### src/rtl/add_seq_ctrl.sv
// Byte-serial add/subtract controller: drives one shared external 8-bit adder
// LSB-first over NUM_BYTES cycles and reports the result with C/V/N/Z flags.
module add_seq_ctrl #(
  parameter int NUM_BYTES = 2
) (
  input  logic                   clk,
  input  logic                   rst_n,
  input  logic                   in_valid,
  output logic                   in_ready,
  input  logic [8*NUM_BYTES-1:0] in_a,
  input  logic [8*NUM_BYTES-1:0] in_b,
  input  logic                   in_sub,
  output logic                   out_valid,
  input  logic                   out_ready,
  output logic [8*NUM_BYTES-1:0] out_result,
  output logic                   out_c,
  output logic                   out_v,
  output logic                   out_n,
  output logic                   out_z,
  output logic [7:0]             adder_a,
  output logic [7:0]             adder_b,
  output logic                   adder_cin,
  input  logic [7:0]             adder_sum,
  input  logic                   adder_cout,
  output logic [1:0]             dbg_state
);

  localparam int WIDTH = 8 * NUM_BYTES;
  localparam int IW    = (NUM_BYTES > 1) ? $clog2(NUM_BYTES) : 1;
  localparam logic [IW-1:0] LAST = IW'(NUM_BYTES - 1);

  // Handshakes: a transfer happens on a rising edge where valid and ready are
  // both high; in_ready is high only in IDLE, out_valid only in DONE.
  typedef enum logic [1:0] {
    IDLE = 2'd0,
    RUN  = 2'd1,
    DONE = 2'd2
  } state_t;

  state_t            state_q, state_d;
  logic [WIDTH-1:0]  a_q, b_q, result_q;
  logic              sub_q, carry_q, c_q, v_q;
  logic [IW-1:0]     idx_q;

  always_ff @(posedge clk or negedge rst_n) begin
    if (!rst_n) state_q <= IDLE;
    else        state_q <= state_d;
  end

  always_comb begin
    state_d = state_q;
    unique case (state_q)
      IDLE:    if (in_valid)      state_d = RUN;
      RUN:     if (idx_q == LAST) state_d = DONE;
      DONE:    if (out_ready)     state_d = IDLE;
      default:                    state_d = IDLE;
    endcase
  end

  always_comb begin
    in_ready  = (state_q == IDLE);
    out_valid = (state_q == DONE);
    adder_a   = 8'h00;
    adder_b   = 8'h00;
    adder_cin = 1'b0;
    if (state_q == RUN) begin
      adder_a   = a_q[{idx_q, 3'b000} +: 8];
      adder_b   = b_q[{idx_q, 3'b000} +: 8];
      // The first byte's carry-in is the +1 that completes two's-complement subtraction.
      adder_cin = (idx_q == '0) ? sub_q : carry_q;
    end
  end

  // b_q holds B already inverted for subtraction, so the overflow test is the
  // same same-sign-in / different-sign-out rule for both operations.
  always_ff @(posedge clk or negedge rst_n) begin
    if (!rst_n) begin
      a_q      <= '0;
      b_q      <= '0;
      sub_q    <= 1'b0;
      idx_q    <= '0;
      carry_q  <= 1'b0;
      result_q <= '0;
      c_q      <= 1'b0;
      v_q      <= 1'b0;
    end else begin
      if (state_q == IDLE && in_valid) begin
        a_q   <= in_a;
        b_q   <= in_b ^ {WIDTH{in_sub}};
        sub_q <= in_sub;
        idx_q <= '0;
      end else if (state_q == RUN) begin
        result_q[{idx_q, 3'b000} +: 8] <= adder_sum;
        carry_q <= adder_cout;
        idx_q   <= idx_q + IW'(1);
        if (idx_q == LAST) begin
          c_q <= adder_cout;
          v_q <= (a_q[WIDTH-1] == b_q[WIDTH-1]) && (adder_sum[7] != a_q[WIDTH-1]);
        end
      end
    end
  end

  assign out_result = result_q;
  assign out_c      = c_q;
  assign out_v      = v_q;
  assign out_n      = result_q[WIDTH-1];
  assign out_z      = (result_q == '0);
  assign dbg_state  = state_q;

endmodule
### config.mk
export PLATFORM = sky130hd
export DESIGN_NAME = add_seq_ctrl
export DESIGN_NICKNAME = d
export VERILOG_FILES = /design/src/rtl/add_seq_ctrl.sv
export SDC_FILE = /design/constraint.sdc
export NUM_CORES = 1
export LEC_CHECK = 0
export BUFFER_PORTS_ARGS = -buffer_cell sky130_fd_sc_hd__buf_2
export CORE_ASPECT_RATIO = 0.9
export CORE_MARGIN = 2
export CORE_UTILIZATION = 49
export CTS_CLUSTER_DIAMETER = 40
export CTS_CLUSTER_SIZE = 10
export DETAILED_ROUTE_END_ITERATION = 12
export PLACE_DENSITY = 0.82
export SLEW_MARGIN = 20
export SYNTH_ARGS = -nofsm -noshare
export SYNTH_HDL_FRONTEND = slang
export SYNTH_SLANG_ARGS = --single-unit
### constraint.sdc
create_clock -name clk -period 1.61 [get_ports clk]
set_clock_uncertainty 0.05 [all_clocks]
set_input_delay 0.322 -clock clk [delete_from_list [all_inputs] [get_ports clk]]
set_output_delay 0.322 -clock clk [all_outputs]
set_load 0.01 [all_outputs]
==> impl_metrics.tcl, run 1 <==
set metrics [dict create \
    status "complete, but fails checks" \
    violations "negative setup slack" \
    rr_endpoint "a_q[14]$_DFFE_PN0P_" \
    maxCapViolations 0 \
    synth_nets 237 \
    syn_avg_cell_area_um2 12.8 \
    viasPerCell 5.11 \
    setup_ws_ps -269 \
    synth_top_area_share_pct 56.1 \
    swShare_pct 35.5 \
    post-synth-top-count-cell "dfrtp_1" \
    clockBufferDepth 2 \
    syn_to_final_growth_pct 33.2 \
    vias 1819 \
    grt_max_degree 56 \
    worstPathArrival_ps 1510 \
    yosys.area.top_type "dfrtp_1" \
    die_w_um 78.6 \
    cp_slowest_cell "dfrtp_2" \
    whs_ps 206 \
    critical_path.startpoint_type "flop" \
    netlist_area_mm2 0.00245 \
    dr.first_iter.drc_count 121 \
    end_kind "primary output" \
    ys_async_sr_fraction_pct 100 \
    combPwrFrac_pct 50.0 \
    coreArea_mm2 0.00483 \
    netlist_instances 191 \
    dieArea_mm2 0.00559 \
    p_leak_nw 1.54 \
    crit_family "flip-flops" \
    cp_cell_sequence "nor2b_4, nor2b_4, buf_12, a22o_1, buf_2" \
    rsz0062_at_grt "yes" \
    fp.dieH_um 71.1 \
    synth_warnings 0 \
    required_ps 1240 \
    timing.final.crit_share_pct 117 \
    initial_core_util_pct 50.8 \
    post-place-ws_ps 2.62 \
    clock-root-buffer "clkbuf_8" \
    pwr-share-seq_pct 39.1 \
    wl_um 5450 \
    ys_seq_area_share_pct 56.1 \
    ir_drop_mv 0.880 \
    yosys-top-cells-area "dfrtp_1 (56%), mux2_2 (16%), a22o_1 (6.1%)" \
    crit_start "dbg_state[0]$_DFFE_PN0P_" \
    port-buffer-count 86 \
    worst-path-buf-inv 2 \
    overflow 0 \
    path_class "flop to primary output" \
    clk_latency_ps 290 \
    synth_top_cells_by_count "dfrtp_1 (55), mux2_2 (34), nor2_1 (20), a21oi_1 (18), a22o_1 (17)" \
    crit_end "adder_b[5]" \
    hold_path.class "input pin to flop" \
    p_clk_share_pct 10.8 \
    drv_slew 0 \
    gp_congestion 0.752 \
    rr_startpoint "dbg_state[1]$_DFFE_PN0P_" \
    synth_edf_count 0 \
    power.switching_w 0.00234 \
    cp.depth 5 \
    grt_pass1_vias 1771 \
    track_usage_pct 19.1 \
    setup_viol 18 \
    htree_num_levels 2 \
    cp_common_cell "nor2b_4" \
    grt_first_pass_wirelength_um 8360 \
    hold_viol_final 0 \
    place.detailed.hpwl_um 3610 \
    detail-route-antenna-nets 0 \
    cts_buffers 5 \
    drive_gt1_share_pct 53.3 \
    p_int_w 0.00426 \
    min_period_ps 1880 \
    max_stage_delay_ps 430 \
    reg2regPathDepth 5 \
    numClockSinks 55 \
    worst_slew_pin_slew_ps 490 \
    fin_nets 336 \
    fin_tns_setup_ps -4340 \
    drt-pass1-iter-count 4 \
    rrSetupSlack_ps 20 \
    power_density_mw_per_mm2 2020 \
    drc 0 \
    grt_antenna_before_repair 0 \
    synth-main-ff-cell "dfrtp_1" \
    ys_ff_latch 55 \
    rows 24 \
    cts_tree "built" \
    wire_per_inst_um 15.3 \
    yosys.cell_types.count 23 \
    crit_fanout 13 \
    max-slew-margin-rel_pct 67.4 \
    timing.fmax_ghz 0.532 \
    io_pins 87 \
    num_antenna_cells 0 \
    clk_pin_slew_ps 90 \
]
==> registers in the layout (all words and copies together) (netlist names) <==
name and count:
out_c 1, a_q 16, carry_q 1, dbg_state 2, b_q 16, sub_q 1
out_result 16, out_v 1, idx_q 1
==> worst min path at each step <==
stage                     startpoint                   to  slack, ps  cells past startpoint
after CTS                    in_a[7]   a_q[7]$_DFFE_PN0P_        190                      2
after detailed placement       rst_n  a_q[12]$_DFFE_PN0P_        290                      2
final                        in_a[0]   a_q[0]$_DFFE_PN0P_        210                      2
after floorplan                rst_n   a_q[0]$_DFFE_PN0P_        -20                      0
after global routing         in_a[2]   a_q[2]$_DFFE_PN0P_        190                      2
after global placement         rst_n  a_q[12]$_DFFE_PN0P_        290                      2
==> cell usage in the layout, fill, tap and decap left out, types with 2 or more instances in the layout <==
master and instances:
xnor2_1 16, dfrtp_2 2, a21oi_1 18, clkbuf_8 5, nor4_2 3, buf_12 4, a22o_1 17, mux2_2 34
buf_2 87, clkbuf_16 3, buf_4 5, nor2_1 20, dfrtp_1 53, nor2b_4 2, clkbuf_1 2, buf_6 5
==> repair_timing <==
action	in CTS	in global routing
resized for setup	6	6
setup buffers	3	3
endpoints found under the hold margin	55	0
gates cloned	1	3
pin swaps	5	6
setup endpoints to repair	18	31
hold buffers	1	0
==> per-layer routing <==
| layer | vias to the layer above | global-route usage [%] | routed length [µm] |
|---|---|---|---|
| met5 | - | 0 | 0 |
| met2 | 45 | 32.0 | 2710 |
| li1 | 869 | - | - |
| met4 | 0 | 3.51 | 42 |
| met3 | 4 | 5.23 | 221 |
| met1 | 901 | 25.3 | 2470 |
==> power by group through the flow <==
stage,combinational (W),sequential (W),clock [W]
finish,0.00330,0.00259,0.000717
global route,0.00358,0.00268,0.000802
CTS,0.00308,0.00257,0.000739
detailed placement,0.00296,0.00258,0
global placement,0.00286,0.00255,0
floorplan,0.00184,0.00260,0
==> cells by family after synthesis <==
kind of cell	synth area share [%]
multiplexers	16.2
flip-flops	56.1
AO/OA/AOI/OAI	10.2
AND/OR/NAND/NOR	7.39
buffers and inverters	4.33
XOR/XNOR	5.71
==> layout make-up <==
class | count | area [µm²]
fillers | 380 | 1570
flip-flops and latches | 55 | 1380
multi-input cells | 121 | 1000
repair buffers | 106 | 722
well taps | 65 | 81.3
clock buffers | 7 | 76.3
clock inverters | 1 | 5.00
inverters | 1 | 3.75
==> stage by stage <==
step	utilization [%]	power, W	area, µm²	cells
floorplan	-	0.00444	2460	191
global placement	62.1	0.00541	3000	337
detailed placement	62.1	0.00553	3000	337
CTS	65.1	0.00639	3150	350
global route	67.6	0.00706	3270	356
finish	67.6	0.00661	3270	356
Power figures use the tool's default switching activity.
==> run 2: changes to the inputs <==
==> config.mk (replaced) <==
export PLATFORM = sky130hd
export DESIGN_NAME = add_seq_ctrl
export DESIGN_NICKNAME = d
export VERILOG_FILES = /design/src/rtl/add_seq_ctrl.sv
export SDC_FILE = /design/constraint.sdc
export NUM_CORES = 1
export LEC_CHECK = 0
export CORE_ASPECT_RATIO = 0.9
export CORE_MARGIN = 2
export CORE_UTILIZATION = 50
export CTS_CLUSTER_DIAMETER = 40
export CTS_CLUSTER_SIZE = 10
export DETAILED_ROUTE_END_ITERATION = 12
export DONT_BUFFER_PORTS = 1
export PLACE_DENSITY = 0.68
export SLEW_MARGIN = 20
export SYNTH_ARGS = -nofsm -noshare
export SYNTH_HDL_FRONTEND = slang
export SYNTH_SLANG_ARGS = --single-unit
==> run 2 against run 1 <==
The flow finishes with violations (negative hold slack, negative setup slack). Largest power group unchanged. Fmax is 2.4% higher. Register-to-register slack got worse by 70 ps. Clock power increased by 13%. Hold slack got worse by 560 ps. Sequential share of layout area rose by 4.7 points. Utilization shrank 5.7 points. Largest cell class unchanged. Critical path depth down 2. Combinational power is 13% lower. Non-clock buffer count shrank 89. Sequential cell count unchanged. Sequential power increased by 9.7%.
==> impl_metrics.tcl, run 2 (synthesis gave the netlist of run 1 again) <==
set metrics [dict create \
    ir_drop_mv 0.954 \
    clk_latency_ps 300 \
    worst_slew_pin_slew_ps 287 \
    wire_per_inst_um 21.0 \
    htree_num_levels 2 \
    clockBufferDepth 2 \
    maxCapViolations 0 \
    timing.final.crit_share_pct 114 \
    drive_gt1_share_pct 40.1 \
    fin_cells 267 \
    fillers 386 \
    end_kind "primary output" \
    fp.dieH_um 70.5 \
    fin_tns_setup_ps -3790 \
    min_period_ps 1840 \
    vias 1550 \
    hold_viol_final 55 \
    setup_viol 33 \
    max_stage_delay_ps 450 \
    layout_common_cells "dfrtp_1 (49), nor2_1 (19), mux2_2 (19), a21oi_1 (17)" \
    cts_buffers 5 \
    gp_congestion 0.751 \
    worstPathArrival_ps 1460 \
    violations "negative hold slack, negative setup slack" \
    syn_to_final_growth_pct 20.4 \
    die_w_um 77.8 \
    p_leak_nw 1.25 \
    cts_tree "built" \
    clock-root-buffer "clkbuf_8" \
    post-place-ws_ps 54.4 \
    setup_ws_ps -225 \
    drv_slew 0 \
    coreArea_mm2 0.00477 \
    fin_nets 247 \
    worst-path-buf-inv 1 \
    max-slew-margin-rel_pct 80.8 \
    port-buffer-count 0 \
    track_usage_pct 19.4 \
    drt-pass1-iter-count 4 \
    place.detailed.hpwl_um 3500 \
    required_ps 1240 \
    whs_ps -353 \
    layout_commonest_cell "dfrtp_1" \
    detail-route-antenna-nets 0 \
    io_pins 87 \
    cp_slowest_cell "dfrtp_2" \
    grt_pass1_vias 1642 \
    dpl.cell_count 251 \
    initial_core_util_pct 51.4 \
    hold_path.class "input pin to asynchronous set/reset pin" \
    cp_cell_sequence "and3b_1, buf_4, a22o_1" \
    grt_antenna_before_repair 0 \
    clk_pin_slew_ps 100 \
    dr.first_iter.drc_count 149 \
    numClockSinks 55 \
    crit_family "flip-flops" \
    fin_util_pct 61.9 \
    num_antenna_cells 0 \
    rsz0062_at_grt "yes" \
    grt_first_pass_wirelength_um 8160 \
    status "complete, but fails checks" \
    timing.fmax_ghz 0.545 \
    crit_fanout 9 \
    rows 24 \
    viasPerCell 5.81 \
    overflow 0 \
    critical_path.startpoint_type "flop" \
    wl_um 5610 \
    dieArea_mm2 0.00548 \
    drc 0 \
    power_density_mw_per_mm2 2200 \
    path_class "flop to primary output" \
    grt_max_degree 56 \
]
[run 2: cell count changes in the layout (fill, tap and decap cells not counted), sizes merged]
cell / change
clkinvlp: +1
dlygate4sd3: -1
buf: -89
[run 2: path summary, 6_finish.rpt]
path | startpoint | endpoint | cells after the start | slack [ps]
worst max register to register | dbg_state[0]$_DFFE_PN0P_ | a_q[1]$_DFFE_PN0P_ | 6 | -50
min in group clk | adder_sum[2] | out_result[2]$_DFFE_PN0P_ | 1 | 110
max in group asynchronous | rst_n | sub_q$_DFFE_PN0P_ | 0 | 1770
worst min-delay path | rst_n | a_q[6]$_DFFE_PN0P_ | 0 | -350
worst max-delay path | dbg_state[1]$_DFFE_PN0P_ | adder_a[7] | 3 | -230
worst min register to register | a_q[1]$_DFFE_PN0P_ | a_q[1]$_DFFE_PN0P_ | 1 | 470
[run 2: per-stage QoR]
step / hold WS [ps] / instance area, µm² / total power (W)
floorplan: -23.6 / 2460 / 0.00444
global placement: -22.1 / 2560 / 0.00485
CTS: -364 / 2720 / 0.00596
global route: -381 / 2960 / 0.00691
detailed placement: -22.3 / 2560 / 0.00500
finish: -353 / 2960 / 0.00651
[run 2: power breakdown]
part / total (W) / switching (W) / internal [W]
combinational: 0.00287 / 0.00120 / 0.00167
sequential: 0.00284 / 0.000737 / 0.00210
clock: 0.000807 / 0.000455 / 0.000352
[run 2: what timing repair did]
action	CTS	global route
setup buffers	2	2
resized for setup	8	31
hold endpoints to repair	55	55
setup endpoints to repair	18	53
gates cloned	0	5
pin swaps	6	3
[run 2: per-layer routing]
metal	global-route usage [%]	vias to the layer above	routed length [µm]
li1	-	685	-
met1	23.6	803	2270
met2	32.1	56	2880
met3	7.88	6	396
met4	4.76	0	66
met5	0	-	0
[run 2: cell type report]
class	count	area, µm²	area share (%)
clock inverter	2	16.3	0.550
tap	65	81.3	2.75
clock buffer	6	82.6	2.79
multi-input combinational	121	1120	37.8
sequential	55	1380	46.8
inverter	1	3.75	0.127
timing repair buffer	17	270	9.14
